**config.mk**
```make
export PLATFORM = sky130hd
export DESIGN_NAME = mem_port_arbiter
export DESIGN_NICKNAME = d
export VERILOG_FILES = /design/src/rtl/mips_mem_pkg.sv /design/src/rtl/arb_fairness_counter.sv /design/src/rtl/mem_port_arbiter.sv
export SDC_FILE = /design/constraint.sdc
export NUM_CORES = 1
export LEC_CHECK = 0
export CAP_MARGIN = 20
export CORE_AREA = 8 8 137 114
export DETAILED_ROUTE_END_ITERATION = 10
export DIE_AREA = 0 0 145 122
export PLACE_DENSITY = 0.81
export RECOVER_POWER = 50
export SYNTH_ARGS = -nofsm -noshare
export SYNTH_HDL_FRONTEND = slang
export SYNTH_SLANG_ARGS = --single-unit
```
**constraint.sdc**
```tcl
create_clock -name clk -period 2.2 [get_ports clk]
set_input_delay 0.44 -clock clk [delete_from_list [all_inputs] [get_ports clk]]
set_output_delay 0.44 -clock clk [all_outputs]
set_load 0.01 [all_outputs]
```
**src/rtl/mips_mem_pkg.sv**
```systemverilog
// Shared types and constants for the unified memory port arbiter.
package mips_mem_pkg;

  localparam int MEM_AW = 32;
  localparam int MEM_DW = 32;
  localparam logic [3:0] MEM_BE_ALL = 4'hF;

  typedef enum logic [1:0] {
    IDLE   = 2'd0,
    I_WAIT = 2'd1,
    D_WAIT = 2'd2
  } arb_state_t;

  // Fields presented to memory for the transaction in flight.
  typedef struct packed {
    logic              we;
    logic [3:0]        be;
    logic [MEM_AW-1:0] addr;
    logic [MEM_DW-1:0] wdata;
  } mem_req_t;

endpackage

```
**src/rtl/arb_fairness_counter.sv**
```systemverilog
// Counts consecutive data grants made while a fetch is waiting; saturates at MAX_D.
module arb_fairness_counter
  import mips_mem_pkg::*;
#(
  parameter int MAX_D = 4,
  localparam int CW = $clog2(MAX_D + 1)
) (
  input  logic          clk,
  input  logic          reset,
  input  logic          inc,
  input  logic          clr,
  output logic [CW-1:0] starve_cnt,
  output logic          limit_hit
);

  logic [CW-1:0] cnt_reg;

  assign starve_cnt = cnt_reg;
  assign limit_hit  = (cnt_reg == CW'(MAX_D));

  // Clear has priority over increment; increment stops at the limit.
  always_ff @(posedge clk) begin
    if (!reset) begin
      cnt_reg <= '0;
    end else if (clr) begin
      cnt_reg <= '0;
    end else if (inc && !limit_hit) begin
      cnt_reg <= cnt_reg + CW'(1);
    end
  end

endmodule

```
**src/rtl/mem_port_arbiter.sv**
```systemverilog
// Arbitrates one single-port memory between instruction fetch and the data stage.
// One transaction in flight; data wins unless fetch has been starved MAX_D times.
module mem_port_arbiter
  import mips_mem_pkg::*;
#(
  parameter int AW    = MEM_AW,
  parameter int DW    = MEM_DW,
  parameter int MAX_D = 4
) (
  input  logic          clk,
  input  logic          reset,
  input  logic          i_req,
  input  logic [AW-1:0] i_addr,
  input  logic          i_flush,
  output logic          i_valid,
  output logic [DW-1:0] i_rdata,
  output logic          i_stall,
  input  logic          d_req,
  input  logic          d_we,
  input  logic [3:0]    d_be,
  input  logic [AW-1:0] d_addr,
  input  logic [DW-1:0] d_wdata,
  output logic          d_valid,
  output logic [DW-1:0] d_rdata,
  output logic          d_stall,
  output logic          mem_req,
  output logic          mem_we,
  output logic [3:0]    mem_be,
  output logic [AW-1:0] mem_addr,
  output logic [DW-1:0] mem_wdata,
  input  logic          mem_ready,
  input  logic [DW-1:0] mem_rdata
);

  localparam int CW = $clog2(MAX_D + 1);

  arb_state_t    state_reg, state_next;
  mem_req_t      req_reg, req_next;
  logic          drop_reg, drop_next;
  logic          i_valid_reg, i_valid_next;
  logic          d_valid_reg, d_valid_next;
  logic [DW-1:0] i_rdata_reg, i_rdata_next;
  logic [DW-1:0] d_rdata_reg, d_rdata_next;

  logic          eligible_i, eligible_d;
  logic          grant_i, grant_d;
  logic [CW-1:0] starve_cnt;
  logic          limit_hit;

  // A requester whose completion pulse is showing this cycle sits out the grant.
  assign eligible_i = i_req & ~i_flush & ~i_valid_reg;
  assign eligible_d = d_req & ~d_valid_reg;

  arb_fairness_counter #(.MAX_D(MAX_D)) u_fairness (
    .clk        (clk),
    .reset      (reset),
    .inc        (grant_d & i_req & ~limit_hit),
    .clr        (grant_i | ~i_req),
    .starve_cnt (starve_cnt),
    .limit_hit  (limit_hit)
  );

  // Next-state, grant selection, request mux and response capture.
  always_comb begin
    state_next   = state_reg;
    req_next     = req_reg;
    drop_next    = drop_reg;
    i_valid_next = 1'b0;
    d_valid_next = 1'b0;
    i_rdata_next = i_rdata_reg;
    d_rdata_next = d_rdata_reg;
    grant_i      = 1'b0;
    grant_d      = 1'b0;

    case (state_reg)
      IDLE: begin
        drop_next = 1'b0;
        if (eligible_d && (!eligible_i || (starve_cnt < CW'(MAX_D)))) begin
          grant_d        = 1'b1;
          state_next     = D_WAIT;
          req_next.we    = d_we;
          req_next.be    = d_we ? d_be : MEM_BE_ALL;
          req_next.addr  = d_addr;
          req_next.wdata = d_we ? d_wdata : '0;
        end else if (eligible_i) begin
          grant_i        = 1'b1;
          state_next     = I_WAIT;
          req_next.we    = 1'b0;
          req_next.be    = MEM_BE_ALL;
          req_next.addr  = i_addr;
          req_next.wdata = '0;
        end
      end

      I_WAIT: begin
        if (mem_ready) begin
          state_next = IDLE;
          drop_next  = 1'b0;
          // A flush now or earlier means the fetched word is stale: finish silently.
          if (!drop_reg && !i_flush) begin
            i_valid_next = 1'b1;
            i_rdata_next = mem_rdata;
          end
        end else if (i_flush) begin
          drop_next = 1'b1;
        end
      end

      D_WAIT: begin
        if (mem_ready) begin
          state_next   = IDLE;
          d_valid_next = 1'b1;
          d_rdata_next = req_reg.we ? '0 : mem_rdata;
        end
      end

      default: begin
        state_next = IDLE;
      end
    endcase
  end

  // State, request and response registers; reset abandons any transaction.
  always_ff @(posedge clk) begin
    if (!reset) begin
      state_reg   <= IDLE;
      req_reg     <= '0;
      drop_reg    <= 1'b0;
      i_valid_reg <= 1'b0;
      d_valid_reg <= 1'b0;
      i_rdata_reg <= '0;
      d_rdata_reg <= '0;
    end else begin
      state_reg   <= state_next;
      req_reg     <= req_next;
      drop_reg    <= drop_next;
      i_valid_reg <= i_valid_next;
      d_valid_reg <= d_valid_next;
      i_rdata_reg <= i_rdata_next;
      d_rdata_reg <= d_rdata_next;
    end
  end

  assign mem_req   = (state_reg != IDLE);
  assign mem_we    = req_reg.we;
  assign mem_be    = req_reg.be;
  assign mem_addr  = req_reg.addr;
  assign mem_wdata = req_reg.wdata;

  assign i_valid = i_valid_reg;
  assign i_rdata = i_rdata_reg;
  assign d_valid = d_valid_reg;
  assign d_rdata = d_rdata_reg;
  assign i_stall = i_req & ~i_valid_reg;
  assign d_stall = d_req & ~d_valid_reg;

endmodule
```
# ---- Word-level counts from Yosys, hierarchy flattened
# Cells that the tools add are included.
dict set report word_totals {
  regBits 141
  in_bits 139
  out_inout_bits 138
  wordCells 72
}
dict set report op_classes {
  addsub 1
  n_lt_le_gt_ge 1
  n_eq_ne 6
  n_mux 19
  bitwise_logic 13
  reduce_logical 21
}
# op n
set ops {}
lappend ops {{69-bit 2-to-1 mux} 2}
lappend ops {{32-bit 2-to-1 mux} 2}
lappend ops {{2-bit AND reduction} 5}
lappend ops {{1-bit 2-to-1 mux} 9}
lappend ops {{1-bit bitwise AND} 6}
lappend ops {{2-bit 2-to-1 mux} 3}
lappend ops {{3-bit != test (second input constant)} 2}
lappend ops {{1-bit NOT} 6}
lappend ops {{3-bit AND reduction} 2}
lappend ops {{2-bit nonzero test} 3}
lappend ops {{1-bit logical NOT} 4}
lappend ops {{4-bit 2-to-1 mux} 1}
lappend ops {{2-bit one-hot mux with 2 select lines} 1}
lappend ops {{2-bit OR reduction} 2}
lappend ops {{3-bit by 1-bit adder with 3-bit output (second input constant)} 1}
lappend ops {{3-bit equality test (second input constant)} 1}
lappend ops {{1-bit logical AND} 3}
lappend ops {{3-bit less-than comparator (second input constant)} 1}
lappend ops {{2-bit by 1-bit equality test with 1-bit output (second input constant)} 1}
lappend ops {{2-bit equality test (second input constant)} 1}
lappend ops {{2-bit logical NOT} 1}
lappend ops {{2-bit by 1-bit != test with 1-bit output (second input constant)} 1}
lappend ops {{1-bit one-hot mux with 2 select lines} 1}
lappend ops {{1-bit logical OR} 1}
lappend ops {{1-bit bitwise OR} 1}

# ---- Depth between registers and ports, before layout
dict set report depth {
  ltp_word 11
  depth_mapped 8
  ltp_nobuf 6
}

# ---- By module
# From an unflattened synthesis, not the netlist that was laid out.
dict set report unflattened {
  cells_unflattened 625
  hier_area_um2 5801.8
}
# module n_inst cells_per_inst area_each_um2 seq_area_each_um2
set by_module_without_submodules {}
lappend by_module_without_submodules {mem_port_arbiter 1 607 5614.1 2762.6}
lappend by_module_without_submodules {arb_fairness_counter 1 18 187.7 60.1}

# ---- Worst setup path after synthesis
# OpenSTA, ideal clock, no wires.
dict set report synth_path {
  kind {in2reg}
  start {input i_req}
  end {register req_reg (netlist bit mem_wdata[10])}
  setup_ps 117
  arrival_time_ps 1488
  required_ps 2083
  setup_slack_ps 595
  stages 6
  n_path_buf 2
  path_cell_list {nor3b_4 > a21oi_2 > and4_1 > buf_2 > buf_6 > a22o_1}
}
dict set report synth_via {
  elab_chain_len 7
  elab_cells_between_ends 8
  cone_classes {mux (1); bitwise (2); reduce/logical (5)}
}
# item line_no
set synth_lines {}
lappend synth_lines {{start, declared} mem_port_arbiter.sv:12} ;# input logic i_req,
lappend synth_lines {{1-bit bitwise AND (*) (2 in series)} mem_port_arbiter.sv:51} ;# assign eligible_i = i_req & ~i_flush & ~i_valid_reg;
lappend synth_lines {{1-bit logical NOT} mem_port_arbiter.sv:78} ;# if (eligible_d && (!eligible_i || (starve_cnt < CW'(MAX_D)))) begin
lappend synth_lines {{1-bit logical OR} mem_port_arbiter.sv:78}
lappend synth_lines {{1-bit logical AND} mem_port_arbiter.sv:78}
lappend synth_lines {{2-bit nonzero test (no line)} n/a}
lappend synth_lines {{2-bit AND reduction (no line)} n/a}
lappend synth_lines {{end signal, assigned} mem_port_arbiter.sv:135} ;# req_reg <= req_next;
lappend synth_lines {{end, declared} mem_port_arbiter.sv:38} ;# mem_req_t req_reg, req_next;
# Every way passes the cells marked *; elsewhere a longest branch is shown, timed or not.
# A chain may end at the register's enable or synchronous reset.

# ---- Worst setup path in the final report
dict set report layout_path {
  start {input d_req}
  end {output d_stall}
}
dict set report layout_via {
  elab_chain_len 1
}
# item line_no
set layout_lines {}
lappend layout_lines {{start, declared} mem_port_arbiter.sv:18} ;# input logic d_req,
lappend layout_lines {{1-bit bitwise AND} mem_port_arbiter.sv:155} ;# assign d_stall = d_req & ~d_valid_reg;
lappend layout_lines {{end, declared} mem_port_arbiter.sv:25} ;# output logic d_stall,
# Every way passes these cells.

==> flow_summary.ini <==
[routing]
highest_layer = met4
drt-initial-drc-count = 236
drcViolationCount = 0
wl_um = 18200
met2_length_um = 8900
wl_per_cell_um = 18.4
drtAntennaViolNets = 0
via_per_inst = 5.06
met3WireLength_um = 1510
vias = 5007
drt_pass1_iterations = 4
wl_met1_um = 7570

[place]
place_congestion = 0.842
place_ws_ns = -0.408
port_buffers = 276
dp_hpwl_um = 13600

[logic_synthesis]
synth_top_cell_by_area = dfxtp_1
ys_types = 33
syn-cell-area_um2 = 5100
yosysMostFrequentCell = dfxtp_1
synth-async-reset-ratio_pct = 0
netlist_instances = 533
ys_warn_count = 0
synth.avg_cell_area_um2 = 9.56
synth_ff_type = dfxtp_1
synth_area_leaders = dfxtp_1 (55%), a22o_1 (11%), nand2_1 (9.6%)
synth_top_family_by_area = compound AO/OA/AOI/OAI gates
synth_top_area_share_pct = 55.4
synthSimpleGateAreaFrac_pct = 12.7
ys_seq_elements = 141
synth-edff-count = 0
synth_nets = 677
yosys.area_share.xor_xnor_pct = 0.172
synth_compound_area_share_pct = 25.8
synthTopCellsByCount = dfxtp_1 (141), nand2_1 (131), a22o_1 (64)
yosys.area_share.adder_pct = 1.23
seq_area_frac_synth_pct = 55.4
muxShareOfSynthArea_pct = 0.196

[setup_path]
crit_path_end_kind = primary output
crit_fanout = 2
start_kind = primary input
worstSetupPathType = in -> out
crit_arrival_ns = 1.51
cp.required_ns = 1.76
r2r_slack_ns = 0.35

[hold_path]
hold_path_class = in -> reg

[layout]
nets = 941
utilization_pct = 65.1
antenna_cells = 0
multi_input_area_um2 = 2060
drive_gt1_share_pct = 7.16
area.sequential_um2 = 2820
n_fill_cell = 1007
area_growth_pct = 69.4

[sta]
setup_viol = 0
grt_setup_unrepaired = no
worstMarginPinSlew_ns = 0.722
slew_headroom_pct = 51.7
fin_crit_ns = 1.95
worst_slack_ns = 0.253
slew_viol_final = 0
skew_ns = 0.0101
hold_violations = 0
fin_crit_sh_pct = 88.5
setup_tns_ns = 0
clock.fmax_ghz = 0.514

[die]
die_area_um2 = 17700
initial_core_util_pct = 38.4
die_y_um = 122
core_area_um2 = 13300
die_w_um = 145
rows = 38
pin_count = 277

[clock_network]
cts_tree = built
insertion_delay_ns = 0.41
cts_made_buffers = 17
cts_htree_levels = 4
path_clk_slew_ns = 0.06
cts_buffer_depth = 2
cts-root-buf = clkbuf_16
cts_sinks = 141
hold_buffers = 0

[pwr]
total_power_mw = 7.03
leakagePower_nw = 3.47
peakVddDrop_mv = 0.544
p_per_area_nw_per_um2 = 814

[global_route]
grt_use_total_pct = 19.6
grt_max_degree = 70
grt_pass1_wl_um = 28000
grt_pass1_vias = 5092
grt_antenna_before_repair = 0
gr-total-overflow = 0

[run_status]
status = finished clean

[flow_run]
cap_violations = 0
[power breakdown]
part           switching (mW)  total [mW]  internal, mW
combinational           0.577        1.26         0.684
clock                    1.10        2.92          1.82
sequential             0.0997        2.85          2.75
[worst max-delay path, stage by stage]
cell             delay [ns]
clkdlybuf4s50_1        0.48
nand2b_1               0.09
inv_1                  0.08
buf_4                  0.12
dlygate4sd2_1          0.29
[cells in the final DEF, fill, tap and decap left out, types with 2 or more instances in the layout]
cell type        synthesis  final
clkbuf_2                 0      2
clkinv_4                 0      2
clkdlybuf4s50_1          0    203
nand2_1                131    131
clkinv_2                 0      4
buf_4                    0      9
dfxtp_1                141    141
inv_6                    0      3
a21boi_0                36     36
inv_1                    7      7
and3_1                   2      2
bufinv_16                0      3
a31oi_1                 32     32
and2_1                   2      2
o21ai_0                 33     33
ha_1                     5      4
dlygate4sd2_1            0      2
nand3_1                  4      4
nor2_1                   4      4
dlygate4sd3_1            0     69
a22o_1                  64     64
o221a_2                  4      4
buf_12                   0      3
clkbuf_16                0     17
nor2b_1                  4      2
nand2b_1                 4      4
[final timing paths]
path / cells after the start / to / start
worst max-delay path: 5 / d_stall / d_req
worst max register to register: 6 / mem_addr[23]$_SDFFE_PN0P_ / state_reg[0]$_SDFFE_PN0P_
worst min-delay path: 2 / i_rdata[2]$_SDFFE_PN0P_ / reset
worst min register to register: 2 / i_rdata[27]$_SDFFE_PN0P_ / i_rdata[27]$_SDFFE_PN0P_
[cells by family after synthesis]
kind of cell,Yosys count
muxes,1
AOI/OAI and AO/OA,177
buffers and inverters,52
xor gates and xnor gates,1
and+or+nand+nor,156
DFF,141
adders and majority gates,5
[through the flow]
stage | cell area (µm²) | instances | hold WS (ns)
6_report | 8630 | 990 | 0.421
5_1_grt | 8630 | 990 | 0.420
4_1_cts | 8660 | 990 | 0.415
3_5_place_dp | 8050 | 958 | 0.459
3_3_place_gp | 8050 | 958 | 0.450
2_1_floorplan | 5100 | 533 | 0.456
[timing repair]
action	4_1_cts	5_1_grt
gates resized for setup	4	1
setup buffers	0	0
hold endpoints to repair	0	0
setup endpoints to repair	34	1
[final cells by class]
type                    count  share of cell area (%)
clock buffers              19                    5.13
clock inverters            13                    1.87
repair buffers            290                    33.5
well taps                 180                    2.61
multi-input cells         340                    23.9
flip-flops and latches    141                    32.7
inverters                   7                   0.304
[layer usage]
layer  vias to the layer above  global-route usage [%]
met3                        20                    8.67
met4                         0                    5.57
met5                         -                       0
met2                       210                    33.8
met1                      2366                    21.8
li1                       2411                       -
(Power assumes the default switching activity.)
